===== src/rtl/arith_pkg.sv =====
// rtl/arith_pkg.sv - shared FSM state encoding and counter-width helper for the serial arithmetic blocks
package arith_pkg;

    typedef enum logic [1:0] {
        ST_IDLE = 2'd0,
        ST_RUN  = 2'd1,
        ST_DONE = 2'd2
    } state_t;

    // Bits needed to count 0..w-1; never narrower than one bit.
    function automatic int cnt_width(input int w);
        return (w < 2) ? 1 : $clog2(w);
    endfunction

endpackage


===== src/rtl/full_subtractor_1bit.sv =====
// rtl/full_subtractor_1bit.sv - combinational 1-bit full subtractor cell (A - B - Bin)
module full_subtractor_1bit (
    input  logic A,
    input  logic B,
    input  logic Bin,
    output logic Diff,
    output logic Bout
);

    assign Diff = A ^ B ^ Bin;
    assign Bout = (~A & B) | (~(A ^ B) & Bin);

endmodule


===== src/rtl/nbit_serial_subtractor.sv =====
// rtl/nbit_serial_subtractor.sv - bit-serial WIDTH-bit subtractor, LSB first; SERIAL_SUB_OVF_EN adds a signed-overflow output Ovf
module nbit_serial_subtractor
    import arith_pkg::*;
#(
    parameter int WIDTH = 16
) (
    input  logic             clk,
    input  logic             rst,
    input  logic             start,
    input  logic             Bin,
    input  logic [WIDTH-1:0] A,
    input  logic [WIDTH-1:0] B,
    output logic             busy,
    output logic             done,
    output logic [WIDTH-1:0] Diff,
    output logic             Bout
`ifdef SERIAL_SUB_OVF_EN
    ,
    output logic             Ovf
`endif
);

    localparam int CNT_W = cnt_width(WIDTH);
    localparam logic [CNT_W-1:0] CNT_LAST = CNT_W'(WIDTH - 1);

    state_t           state_q, state_d;
    logic [WIDTH-1:0] sha_q, sha_d;
    logic [WIDTH-1:0] shb_q, shb_d;
    logic [WIDTH-1:0] res_q, res_d;
    logic [CNT_W-1:0] cnt_q, cnt_d;
    logic             br_q, br_d;
    logic             done_q, done_d;
    logic [WIDTH-1:0] diff_q, diff_d;
    logic             bout_q, bout_d;
`ifdef SERIAL_SUB_OVF_EN
    logic             ovf_q, ovf_d;
`endif

    logic             d_bit;
    logic             b_out;
    logic [WIDTH-1:0] res_next;

    full_subtractor_1bit u_cell (
        .A    (sha_q[0]),
        .B    (shb_q[0]),
        .Bin  (br_q),
        .Diff (d_bit),
        .Bout (b_out)
    );

    // New difference bit enters at the MSB so the result lands LSB-aligned after WIDTH steps.
    assign res_next = {d_bit, {(WIDTH-1){1'b0}}} | (res_q >> 1);

    always_comb begin
        state_d = state_q;
        sha_d   = sha_q;
        shb_d   = shb_q;
        res_d   = res_q;
        cnt_d   = cnt_q;
        br_d    = br_q;
        done_d  = 1'b0;
        diff_d  = diff_q;
        bout_d  = bout_q;
`ifdef SERIAL_SUB_OVF_EN
        ovf_d   = ovf_q;
`endif
        case (state_q)
            ST_IDLE: begin
                if (start) begin
                    sha_d   = A;
                    shb_d   = B;
                    br_d    = Bin;
                    cnt_d   = '0;
                    res_d   = '0;
                    state_d = ST_RUN;
                end
            end
            ST_RUN: begin
                br_d  = b_out;
                res_d = res_next;
                sha_d = sha_q >> 1;
                shb_d = shb_q >> 1;
                cnt_d = cnt_q + 1'b1;
                if (cnt_q == CNT_LAST) begin
                    state_d = ST_DONE;
                    diff_d  = res_next;
                    bout_d  = b_out;
                    done_d  = 1'b1;
`ifdef SERIAL_SUB_OVF_EN
                    // br_q is the borrow into the MSB, b_out the borrow out of it.
                    ovf_d   = br_q ^ b_out;
`endif
                end
            end
            ST_DONE: state_d = ST_IDLE;
            default: state_d = ST_IDLE;
        endcase
    end

    always_ff @(posedge clk) begin
        if (rst) begin
            state_q <= ST_IDLE;
            sha_q   <= '0;
            shb_q   <= '0;
            res_q   <= '0;
            cnt_q   <= '0;
            br_q    <= 1'b0;
            done_q  <= 1'b0;
            diff_q  <= '0;
            bout_q  <= 1'b0;
`ifdef SERIAL_SUB_OVF_EN
            ovf_q   <= 1'b0;
`endif
        end else begin
            state_q <= state_d;
            sha_q   <= sha_d;
            shb_q   <= shb_d;
            res_q   <= res_d;
            cnt_q   <= cnt_d;
            br_q    <= br_d;
            done_q  <= done_d;
            diff_q  <= diff_d;
            bout_q  <= bout_d;
`ifdef SERIAL_SUB_OVF_EN
            ovf_q   <= ovf_d;
`endif
        end
    end

    assign busy = (state_q != ST_IDLE);
    assign done = done_q;
    assign Diff = diff_q;
    assign Bout = bout_q;
`ifdef SERIAL_SUB_OVF_EN
    assign Ovf  = ovf_q;
`endif

endmodule

===== config.mk =====
export PLATFORM = sky130hd
export DESIGN_NAME = nbit_serial_subtractor
export DESIGN_NICKNAME = d
export VERILOG_FILES = /design/src/rtl/arith_pkg.sv /design/src/rtl/full_subtractor_1bit.sv /design/src/rtl/nbit_serial_subtractor.sv
export SDC_FILE = /design/constraint.sdc
export NUM_CORES = 1
export LEC_CHECK = 0
export ABC_AREA = 0
export ABC_CLOCK_PERIOD_IN_PS = 3200
export BUFFER_PORTS_ARGS = -buffer_cell sky130_fd_sc_hd__buf_2
export CAP_MARGIN = 10
export CORE_AREA = 5 5 81 83
export DETAILED_ROUTE_END_ITERATION = 7
export DIE_AREA = 0 0 86 88
export PLACE_DENSITY = 0.88
export SETUP_SLACK_MARGIN = 0.2
export SYNTH_ARGS = -nofsm -noshare
export SYNTH_HDL_FRONTEND = slang
export SYNTH_SLANG_ARGS = --single-unit

===== constraint.sdc =====
create_clock -name clk -period 3.2 [get_ports clk]
set_clock_uncertainty 0.1 [all_clocks]
set_input_delay 0.32 -clock clk [delete_from_list [all_inputs] [get_ports clk]]
set_output_delay 0.32 -clock clk [all_outputs]
set_load 0.1 [all_outputs]

# == Word-level counts from Yosys, hierarchy flattened ==
# Index checks and enable logic that the tools add are counted.
# totals
word_cells,44
ff_bits,73
out_inout_bits,19
# op_classes
n_bitwise,9
n_addsub,1
n_reduce_logical,7
muxes,14
eq_ne,4
# op_table
op,n
16-bit one-hot mux with 2 select lines,3
16-bit 2-to-1 mux,3
16-bit by 15-bit OR with 16-bit output,1
4-bit one-hot mux with 2 select lines,1
2-bit AND reduction,3
4-bit by 1-bit adder with 4-bit output (second input constant),1
4-bit == test (second input constant),1
2-bit 2-to-1 mux,2
4-bit 2-to-1 mux,1
2-bit != test (second input constant),2
2-bit one-hot mux with 2 select lines,1
2-bit nonzero test,2
1-bit inverter,3
1-bit AND,2
2-bit by 1-bit == test with 1-bit output (second input constant),1
2-bit logical NOT,1
1-bit 2-to-1 mux,2
1-bit one-hot mux with 2 select lines,1
2-bit OR reduction,1
1-bit XOR,2
1-bit OR,1

# == Logic depth before layout (Yosys ltp) ==
# Gate-level depths: netlist of run 1.
# logic_depth
word_depth,5
ltp_mapped,6

# == Cells and area by module ==
# Synthesis of run 1 repeated with hierarchy kept, for this count alone.
# hier_totals
hier_cells,338
hier_area_um2,3199.3
# by_module_without_submodules
mod,instances,area_per_inst_um2,seq_area_each_um2,cells_each
nbit_serial_subtractor,1,3168.0,1441.4,334
full_subtractor_1bit,1,31.3,0.0,4

# == Worst setup path after synthesis of run 1 ==
# OpenSTA, ideal clock, no wires.
# synth_path
path_kind,register to output
startpoint,register state_q[1]
endpoint,output busy
arrival_ns,1.281
required_time_ns,2.780
slack_ns,1.499
n_path_buf,3
stages_incl_launch_ff,5
cell_sequence,dfxtp_1 > buf_4 > buf_2 > buf_2 > or2_2
# synth_between
elab_chain_cells,1
# synth_lines
item,line_no,source
"start, declared",nbit_serial_subtractor.sv:26,"state_t state_q, state_d;"
"start signal, assigned",nbit_serial_subtractor.sv:115,state_q <= state_d;
2-bit nonzero test,nbit_serial_subtractor.sv:130,assign busy = (state_q != ST_IDLE);
"end, declared",nbit_serial_subtractor.sv:13,"output logic busy,"
# No other way between the ends.

# == Final worst setup path of run 1 ==
# layout_path
startpoint,register state_q[0]
endpoint,output busy
# Same word-level chain as after synthesis.

==> flow_metrics.py, run 1 <==
metrics = {
    "timing": {
        "setup_slack_ns": 0.966,
        "hold_violations": 0,
        "fin_crit_ns": 2.23,
        "setup_viol": 0,
        "final.period_utilization_pct": 69.8,
        "slew_headroom_pct": 38.7,
        "tns_ns": 0,
        "fmax_mhz": 448,
        "tightest_slew_ns": 0.919,
        "rsz0062_at_grt": "no",
        "drv_slew": 0,
    },
    "power_and_ir_drop": {
        "vdd_drop_max_v": 0.000407,
        "leakagePower_nw": 1.54,
        "power_density_mw_per_mm2": 501,
    },
    "layout": {
        "final_nets": 479,
        "fin_area_mm2": 0.00369,
        "drive_gt1_share_pct": 25.1,
        "final_core_util_pct": 63.9,
        "antenna_cells": 0,
        "syn_to_final_growth_pct": 11.8,
        "layout.cells.non_filler": 521,
    },
    "synth": {
        "yosysWarnings": 0,
        "postSynth.asyncResetShare_pct": 0,
        "ys_seq_area_share_pct": 43.7,
        "synth.most_common_cell": "a21oi_1",
        "synth_area_leaders": "dfxtp_1 (44%), a21oi_1 (12%), o221a_2 (9.5%)",
        "synth_area_per_cell_um2": 8.05,
        "synth_commonest_cells": "a21oi_1 (81), nor2_1 (75), dfxtp_1 (72)",
        "ys_types": 32,
        "syn-instance-count": 410,
        "synth_top_area_share_pct": 43.7,
        "ys_ff_latch": 72,
        "synth-edff-count": 0,
        "ys.flop_type": "dfxtp_1",
        "syn-num-nets": 448,
        "synth_area_mm2": 0.00330,
        "yosysTopAreaCell": "dfxtp_1",
    },
    "worst_setup_path": {
        "crit_buf_inv": 1,
        "cp-end-kind": "primary output",
        "r2r_setup_slack_ns": 0.97,
        "reg2reg_to": "sha_q[12]",
        "slowest_delay_ns": 0.80,
        "required_ns": 2.78,
        "cp_max_fo": 21,
        "slowest_stage": "dfxtp_1",
        "cp_cell_sequence": "or2_2 > buf_2",
        "critPathLaunchType": "flip-flop",
        "cp_top_family": "flip-flops",
        "critPathArrivalTime_ns": 1.81,
        "r2r-start": "state_q[0]",
        "critical_path_class": "flip-flop to primary output",
        "reg2reg_depth": 3,
    },
    "clock_tree": {
        "clock_latency_ns": 0.35,
        "cts_resized": 0,
        "cts_tree": "done",
        "cts_made_buffers": 9,
        "cts_hold_buf": 0,
        "clockBufferDepth": 2,
        "clkSlewWorstSetupHoldPaths_ns": 0.08,
        "clock-sinks": 72,
        "cts_root_buffer": "clkbuf_8",
        "htreeDepth": 3,
        "cts_setup_buffers": 0,
    },
    "hold_path": {
        "min_path_type": "primary input to flip-flop",
        "holdCritStartpoint": "A[12]",
        "hold-path-endpoint": "sha_q[12]",
        "min_path_cells": 3,
    },
    "floorplanning": {
        "row_count": 28,
        "num_io_pins": 55,
        "die_area_mm2": 0.00757,
        "core_region_area_mm2": 0.00578,
        "initial_core_util_pct": 57.1,
        "die_height_um": 88,
        "dieWidth_um": 86,
    },
    "routing": {
        "drt_iter0_markers": 174,
        "via_per_inst": 5.61,
        "dr.pass1.iters": 4,
        "wl_per_cell_um": 13.9,
        "remaining_drc_errors": 0,
        "dr_wl_met3_um": 379,
        "maxUsedRoutingLayer": "met4",
        "routed_wl_um": 7260,
        "met2_length_um": 3460,
        "vias": 2923,
        "wl_met1_um": 3300,
        "ant_nets": 0,
    },
    "placed_design": {
        "dp.cells": 505,
        "place_ws_ns": 0.985,
        "place_area_mm2": 0.00351,
        "gp_congestion": 0.747,
        "dp_hpwl_um": 4590,
        "port_buffers": 54,
    },
    "global_routing": {
        "grt_overflow": 0,
        "grtUsageTotal_pct": 19.8,
        "grt_max_degree": 62,
        "grt_pass1_vias": 2700,
        "antenna_found_initial": 0,
        "grt_pass1_wl_um": 12000,
    },
    "run_status": {
        "outcome": "completed",
    },
    "flow_run": {
        "maxCapViolCount": 0,
    },
}
-- layout make-up --
type,count,area [µm²]
clock buffers,9,124
clock inverters,7,55.1
fillers,491,2090
inverters,33,124
multi-input cells,265,1540
flip-flops and latches,72,1440
well taps,75,93.8
repair buffers,60,315
-- layout by cell type (no fill, tap or decap), drive strengths merged, types with 2 or more instances in the layout --
| cell | Yosys | routed |
|---|---|---|
| nor3 | 2 | 2 |
| a211oi | 2 | 2 |
| o221a | 28 | 28 |
| nor2b | 5 | 5 |
| clkinv | 0 | 3 |
| nor2 | 75 | 75 |
| buf | 27 | 60 |
| dfxtp | 72 | 72 |
| o22ai | 2 | 2 |
| o21ai | 16 | 16 |
| a21oi | 81 | 81 |
| clkbuf | 13 | 9 |
| inv | 33 | 35 |
| a22oi | 16 | 16 |
| nand3 | 19 | 19 |
| o21a | 2 | 2 |
| a221oi | 2 | 2 |
| nand2 | 4 | 4 |
| or2 | 2 | 2 |
| clkinvlp | 0 | 2 |
-- cells by family after synthesis --
logic type	count (synthesis)	share of synthesized area (%)
AOI/OAI and AO/OA	152	30.9
adders and majority gates	2	0.985
buffers and inverters	73	9.89
DFF	72	43.7
muxes	1	0.303
and+or+nand+nor	110	14.3
-- worst register-to-register path: stages (launching register included) --
cell      delay (ns)
dfxtp_1         0.80
nor2b_4         0.79
a21oi_1         0.20
a221oi_2        0.26
-- per-stage QoR --
stage / power, mW / hold slack (ns)
6_report: 1.85 / 0.138
5_1_grt: 1.94 / 0.128
4_1_cts: 1.87 / 0.118
3_5_place_dp: 1.21 / 0.362
3_3_place_gp: 1.20 / 0.354
2_1_floorplan: 1.16 / 0.342
-- report_power, final --
group	switching [mW]	leakage (nW)	internal, mW
Combinational	0.125	0.861	0.0949
Sequential	0.0363	0.590	0.936
Clock	0.368	0.0862	0.287
Total	0.529	1.54	1.32
-- state kept, by name (all words and copies together), names as in the netlist --
register and count:
state_q 2, res_q 15, cnt_q 4, Bout 1, shb_q 16, sha_q 16, done 1, Diff 16
br_q 1
-- metal layers --
| layer | global-route usage [%] | up-vias |
|---|---|---|
| li1 | - | 1499 |
| met1 | 23.7 | 1350 |
| met2 | 33.8 | 65 |
| met3 | 4.80 | 9 |
| met4 | 8.92 | 0 |
| met5 | 0 | - |
-- worst max path at each step --
| stage | startpoint | to | slack (ns) | cells past startpoint |
|---|---|---|---|---|
| after floorplan | state_q[1] | busy | 1.50 | 4 |
| after global placement | state_q[0] | sha_q[12] | 1.05 | 3 |
| after detailed placement | state_q[0] | sha_q[12] | 0.99 | 3 |
| after CTS | state_q[0] | busy | 0.96 | 2 |
| after global routing | state_q[0] | sha_q[12] | 0.81 | 3 |
| final | state_q[0] | busy | 0.97 | 2 |
(Power assumes the default switching activity.)
==> inputs of run 2 (changes only) <==
--- a/config.mk
+++ b/config.mk
@@ -5,14 +5,14 @@
 export SDC_FILE = /design/constraint.sdc
 export NUM_CORES = 1
 export LEC_CHECK = 0
-export ABC_AREA = 0
-export ABC_CLOCK_PERIOD_IN_PS = 3200
+export ABC_AREA = 1
+export ABC_CLOCK_PERIOD_IN_PS = 2300
 export BUFFER_PORTS_ARGS = -buffer_cell sky130_fd_sc_hd__buf_2
 export CAP_MARGIN = 10
-export CORE_AREA = 5 5 81 83
+export CORE_AREA = 5 5 82 84
 export DETAILED_ROUTE_END_ITERATION = 7
-export DIE_AREA = 0 0 86 88
-export PLACE_DENSITY = 0.88
+export DIE_AREA = 0 0 87 89
+export PLACE_DENSITY = 0.82
 export SETUP_SLACK_MARGIN = 0.2
 export SYNTH_ARGS = -nofsm -noshare
 export SYNTH_HDL_FRONTEND = slang
==> constraint.sdc (replaced) <==
create_clock -name clk -period 2.3 [get_ports clk]
set_clock_uncertainty 0.1 [all_clocks]
set_input_delay 0.23 -clock clk [delete_from_list [all_inputs] [get_ports clk]]
set_output_delay 0.23 -clock clk [all_outputs]
set_load 0.1 [all_outputs]
==> flow_metrics.py, run 2 <==
metrics = {
    "run_status": {
        "outcome": "completed",
    },
    "layout": {
        "final_nets": 537,
        "drive_gt1_share_pct": 16.9,
        "final_cell_mix": "nand2_1 (126), dfxtp_1 (72), nand3_1 (72), nor2_1 (65), buf_2 (54)",
        "syn_to_final_growth_pct": 17.2,
        "layout_commonest_cell": "nand2_1",
        "fin_area_mm2": 0.00363,
        "fillCellCount": 536,
        "antenna_cells": 0,
    },
    "worst_setup_path": {
        "cp_max_fo": 17,
        "critPathArrivalTime_ns": 1.51,
        "required_ns": 1.97,
        "cp-endpoint": "busy",
        "r2r-start": "state_q[1]",
        "crit_start": "state_q[0]",
        "reg2reg_depth": 6,
        "r2r_setup_slack_ns": 0.73,
        "critical_path_class": "flip-flop to primary output",
        "critPathLaunchType": "flip-flop",
        "cp-end-kind": "primary output",
        "reg2reg_to": "sha_q[15]",
    },
    "routing": {
        "via_per_inst": 4.99,
        "ant_nets": 0,
        "drt_iter0_markers": 212,
        "vias": 2887,
        "dr.pass1.iters": 4,
        "remaining_drc_errors": 0,
        "wl_per_cell_um": 11.7,
        "routed_wl_um": 6750,
    },
    "placed_design": {
        "place_area_mm2": 0.00340,
        "port_buffers": 54,
        "place_ws_ns": 0.730,
        "gp_congestion": 0.781,
        "dp_hpwl_um": 4540,
    },
    "timing": {
        "holdWs_ns": 0.0778,
        "hold_violations": 0,
        "final.period_utilization_pct": 79.8,
        "setup_slack_ns": 0.464,
        "fin_crit_ns": 1.84,
        "rsz0062_at_grt": "no",
        "slew_headroom_pct": 58.9,
        "tns_ns": 0,
        "drv_slew": 0,
        "fmax_mhz": 545,
        "setup_viol": 0,
        "tightest_slew_ns": 0.616,
    },
    "synth": {
        "postSynth.asyncResetShare_pct": 0,
        "yosysTopAreaCell": "dfxtp_1",
        "synth_area_mm2": 0.00309,
        "synth_area_per_cell_um2": 6.83,
        "ys_ff_latch": 72,
        "synth_area_leaders": "dfxtp_1 (47%), nand2_1 (15%), nand3_1 (12%)",
        "synth.most_common_cell": "nand2_1",
        "synth-edff-count": 0,
        "syn-num-nets": 491,
        "synth_commonest_cells": "nand2_1 (126), dfxtp_1 (72), nand3_1 (72)",
        "yosysWarnings": 0,
        "ys.flop_type": "dfxtp_1",
        "syn-instance-count": 453,
        "synth_top_area_share_pct": 46.6,
        "ys_types": 17,
        "ys_seq_area_share_pct": 46.6,
    },
    "floorplanning": {
        "die_height_um": 89,
        "dieWidth_um": 87,
        "num_io_pins": 55,
        "die_area_mm2": 0.00774,
        "initial_core_util_pct": 52.9,
        "core_region_area_mm2": 0.00585,
        "row_count": 28,
    },
    "power_and_ir_drop": {
        "vdd_drop_max_v": 0.000350,
        "power_density_mw_per_mm2": 739,
        "leakagePower_nw": 1.65,
    },
    "global_routing": {
        "grt_pass1_wl_um": 11400,
        "grt_max_degree": 38,
        "grtUsageTotal_pct": 18.6,
        "grt_pass1_vias": 2665,
        "grt_overflow": 0,
        "antenna_found_initial": 0,
    },
    "clock_tree": {
        "cts_made_buffers": 9,
        "htreeDepth": 3,
        "cts_root_buffer": "clkbuf_8",
        "clockBufferDepth": 2,
        "cts_tree": "done",
        "clkSlewWorstSetupHoldPaths_ns": 0.08,
        "clock-sinks": 72,
        "cts_resized": 0,
        "cts_setup_buffers": 0,
        "clock_latency_ns": 0.34,
        "cts_hold_buf": 0,
    },
    "hold_path": {
        "min_path_cells": 3,
        "holdCritStartpoint": "B[15]",
        "min_path_type": "primary input to flip-flop",
    },
    "flow_run": {
        "maxCapViolCount": 0,
    },
}
run 2: cell families after synthesis:
group                      Yosys count  share of synthesized area [%]
and+or+nand+nor                    267                           35.8
DFF                                 72                           46.6
buffers and inverters               71                           9.95
AOI/OAI and AO/OA                   41                           6.63
adders and majority gates            2                           1.05
run 2: metal layers:
metal | vias to the layer above | routed length, µm | track usage [%]
li1 | 1507 | - | -
met1 | 1293 | 2840 | 22.3
met2 | 74 | 3390 | 31.9
met3 | 13 | 402 | 3.87
met4 | 0 | 114 | 8.92
met5 | - | 0 | 0
run 2: power by group:
group	internal, mW	switching [mW]	total [mW]	leakage [nW]
Clock	0.621	0.494	1.12	0.110
Sequential	1.29	0.0229	1.31	0.585
Combinational	0.0917	0.164	0.256	0.951
run 2: worst min path at each step:
stage	to	slack, ns
global placement	Diff[8]	0.35
global route	shb_q[15]	0.09
CTS	shb_q[15]	0.06
detailed placement	Diff[11]	0.35
finish	shb_q[15]	0.08
floorplan	sha_q[15]	0.30
run 2: critical path, cell delays in order (launching register included):
cell and delay [ns]:
dfxtp_1 0.42, nor2_2 0.08, buf_4 0.19, inv_1 0.06, buf_2 0.41
run 2: cell type report:
type	instances	area [µm²]	share of cell area [%]
tap	75	93.8	2.59
inverter	42	158	4.35
clock buffer	9	124	3.41
clock inverter	7	103	2.83
multi-input combinational	310	1350	37.2
timing repair buffer	64	358	9.87
sequential	72	1440	39.7
run 2: metrics by stage:
stage	instances	util, %	total power, mW
2_1_floorplan	453	-	1.52
3_3_place_gp	563	58.1	1.58
3_5_place_dp	563	58.1	1.59
4_1_cts	579	62.0	2.71
5_1_grt	579	62.0	2.80
6_report	579	62.0	2.68
==> inputs of run 3 (changes only) <==
--- a/config.mk
+++ b/config.mk
@@ -6,13 +6,13 @@
 export NUM_CORES = 1
 export LEC_CHECK = 0
 export ABC_AREA = 1
-export ABC_CLOCK_PERIOD_IN_PS = 2300
+export ABC_CLOCK_PERIOD_IN_PS = 1640
 export BUFFER_PORTS_ARGS = -buffer_cell sky130_fd_sc_hd__buf_2
 export CAP_MARGIN = 10
-export CORE_AREA = 5 5 82 84
+export CORE_AREA = 5 5 85 87
 export DETAILED_ROUTE_END_ITERATION = 7
-export DIE_AREA = 0 0 87 89
-export PLACE_DENSITY = 0.82
+export DIE_AREA = 0 0 90 92
+export PLACE_DENSITY = 0.8
 export SETUP_SLACK_MARGIN = 0.2
 export SYNTH_ARGS = -nofsm -noshare
 export SYNTH_HDL_FRONTEND = slang
==> constraint.sdc (replaced) <==
create_clock -name clk -period 1.64 [get_ports clk]
set_clock_uncertainty 0.1 [all_clocks]
set_input_delay 0.164 -clock clk [delete_from_list [all_inputs] [get_ports clk]]
set_output_delay 0.164 -clock clk [all_outputs]
set_load 0.1 [all_outputs]
==> flow_metrics.py, run 3 (synthesized netlist as in run 2, its figures left out) <==
metrics = {
    "timing": {
        "setup_slack_ns": 0.169,
        "setup_viol": 0,
        "hold_violations": 0,
        "rsz0062_at_grt": "yes",
        "tightest_slew_ns": 0.490,
        "drv_slew": 0,
        "fin_crit_ns": 1.47,
        "final.period_utilization_pct": 89.7,
        "fmax_mhz": 680,
        "slew_headroom_pct": 67.6,
        "tns_ns": 0,
    },
    "layout": {
        "antenna_cells": 0,
        "fillCellCount": 546,
        "final_core_util_pct": 61.2,
        "final_nets": 549,
        "syn_to_final_growth_pct": 24.1,
        "fin_area_mm2": 0.00384,
        "final_cell_mix": "nand2_1 (125), nand3_1 (72), dfxtp_1 (68), nor2_1 (65), buf_2 (52)",
        "layout_commonest_cell": "nand2_1",
        "drive_gt1_share_pct": 20.5,
    },
    "routing": {
        "routed_wl_um": 7300,
        "wl_per_cell_um": 12.3,
        "drt_iter0_markers": 210,
        "dr.pass1.iters": 4,
        "via_per_inst": 5.03,
        "remaining_drc_errors": 0,
        "vias": 2980,
        "ant_nets": 0,
    },
    "clock_tree": {
        "cts_tree": "done",
        "clock-sinks": 72,
        "htreeDepth": 3,
        "cts_root_buffer": "clkbuf_8",
        "cts_made_buffers": 9,
        "clkSlewWorstSetupHoldPaths_ns": 0.08,
        "clock_latency_ns": 0.35,
        "clockBufferDepth": 2,
    },
    "global_routing": {
        "grt_pass1_wl_um": 12100,
        "antenna_found_initial": 0,
        "grt_overflow": 0,
        "grtUsageTotal_pct": 17.7,
        "grt_pass1_vias": 2707,
        "grt_max_degree": 34,
    },
    "power_and_ir_drop": {
        "power_density_mw_per_mm2": 1000,
        "power_mw": 3.84,
        "vdd_drop_max_v": 0.000623,
        "leakagePower_nw": 1.73,
    },
    "hold_path": {
        "min_path_type": "primary input to flip-flop",
    },
    "worst_setup_path": {
        "critPathLaunchType": "flip-flop",
        "cp_max_fo": 4,
        "critPathArrivalTime_ns": 1.21,
        "critical_path_class": "flip-flop to primary output",
        "cp-end-kind": "primary output",
        "required_ns": 1.38,
    },
    "floorplanning": {
        "dieWidth_um": 90,
        "num_io_pins": 55,
        "core_region_area_mm2": 0.00628,
        "row_count": 29,
        "die_height_um": 92,
        "initial_core_util_pct": 49.3,
        "die_area_mm2": 0.00828,
    },
    "flow_run": {
        "maxCapViolCount": 0,
    },
    "placed_design": {
        "gp_congestion": 0.782,
        "dp_hpwl_um": 4690,
        "place_area_mm2": 0.00346,
        "port_buffers": 54,
        "place_ws_ns": 0.129,
    },
    "run_status": {
        "outcome": "completed",
    },
}
-- run 3: cell type report --
type                    count  area (µm²)  area share (%)
clock buffers               9         124            3.23
inverters                  42         161            4.20
repair buffers             76         524            13.7
multi-input cells         310        1380            36.0
clock inverters             7         103            2.67
flip-flops and latches     72        1450            37.7
well taps                  77        96.3            2.51
-- run 3: final timing paths --
kind	slack [ns]	cells after the start	from	to
setup / recovery	0.17	4	state_q[0]	busy
hold / removal	0.01	3	B[15]	shb_q[15]
setup reg to reg	0.24	6	cnt_q[0]	Diff[15]
hold reg to reg	0.35	1	cnt_q[0]	cnt_q[0]
-- run 3: what timing repair did --
action | in CTS | in global routing
pin swaps | 1 | 3
setup endpoints to repair | 17 | 41
gates cloned | 1 | 0
endpoints found under the hold margin | 0 | 1
hold buffers | 0 | 1
setup buffers | 4 | 2
resized for setup | 6 | 14
-- run 3: worst max-delay path: stages, from the launching register on --
cell and delay (ns):
dfxtp_2 0.36, nor2_4 0.14, buf_12 0.12, clkinvlp_4 0.07, buf_6 0.18
-- run 3: per-stage QoR --
stage                     hold WS (ns)  instances
final                           0.0130        593
after global routing            0.0124        593
after CTS                    0.0000534        590
after detailed placement         0.353        569
after global placement           0.346        569
after floorplan                  0.229        453
-- run 3: per-layer routing --
layer | vias up | GRT usage, % | routed length, µm
met1 | 1352 | 22.2 | 3200
met5 | - | 0 | 0
li1 | 1531 | - | -
met2 | 87 | 29.3 | 3530
met4 | 0 | 5.71 | 106
met3 | 10 | 5.07 | 465
-- run 3: power by group --
group	internal [mW]	switching, mW
Combinational	0.175	0.250
Sequential	1.80	0.0323
Clock	0.874	0.703
Total	2.85	0.985
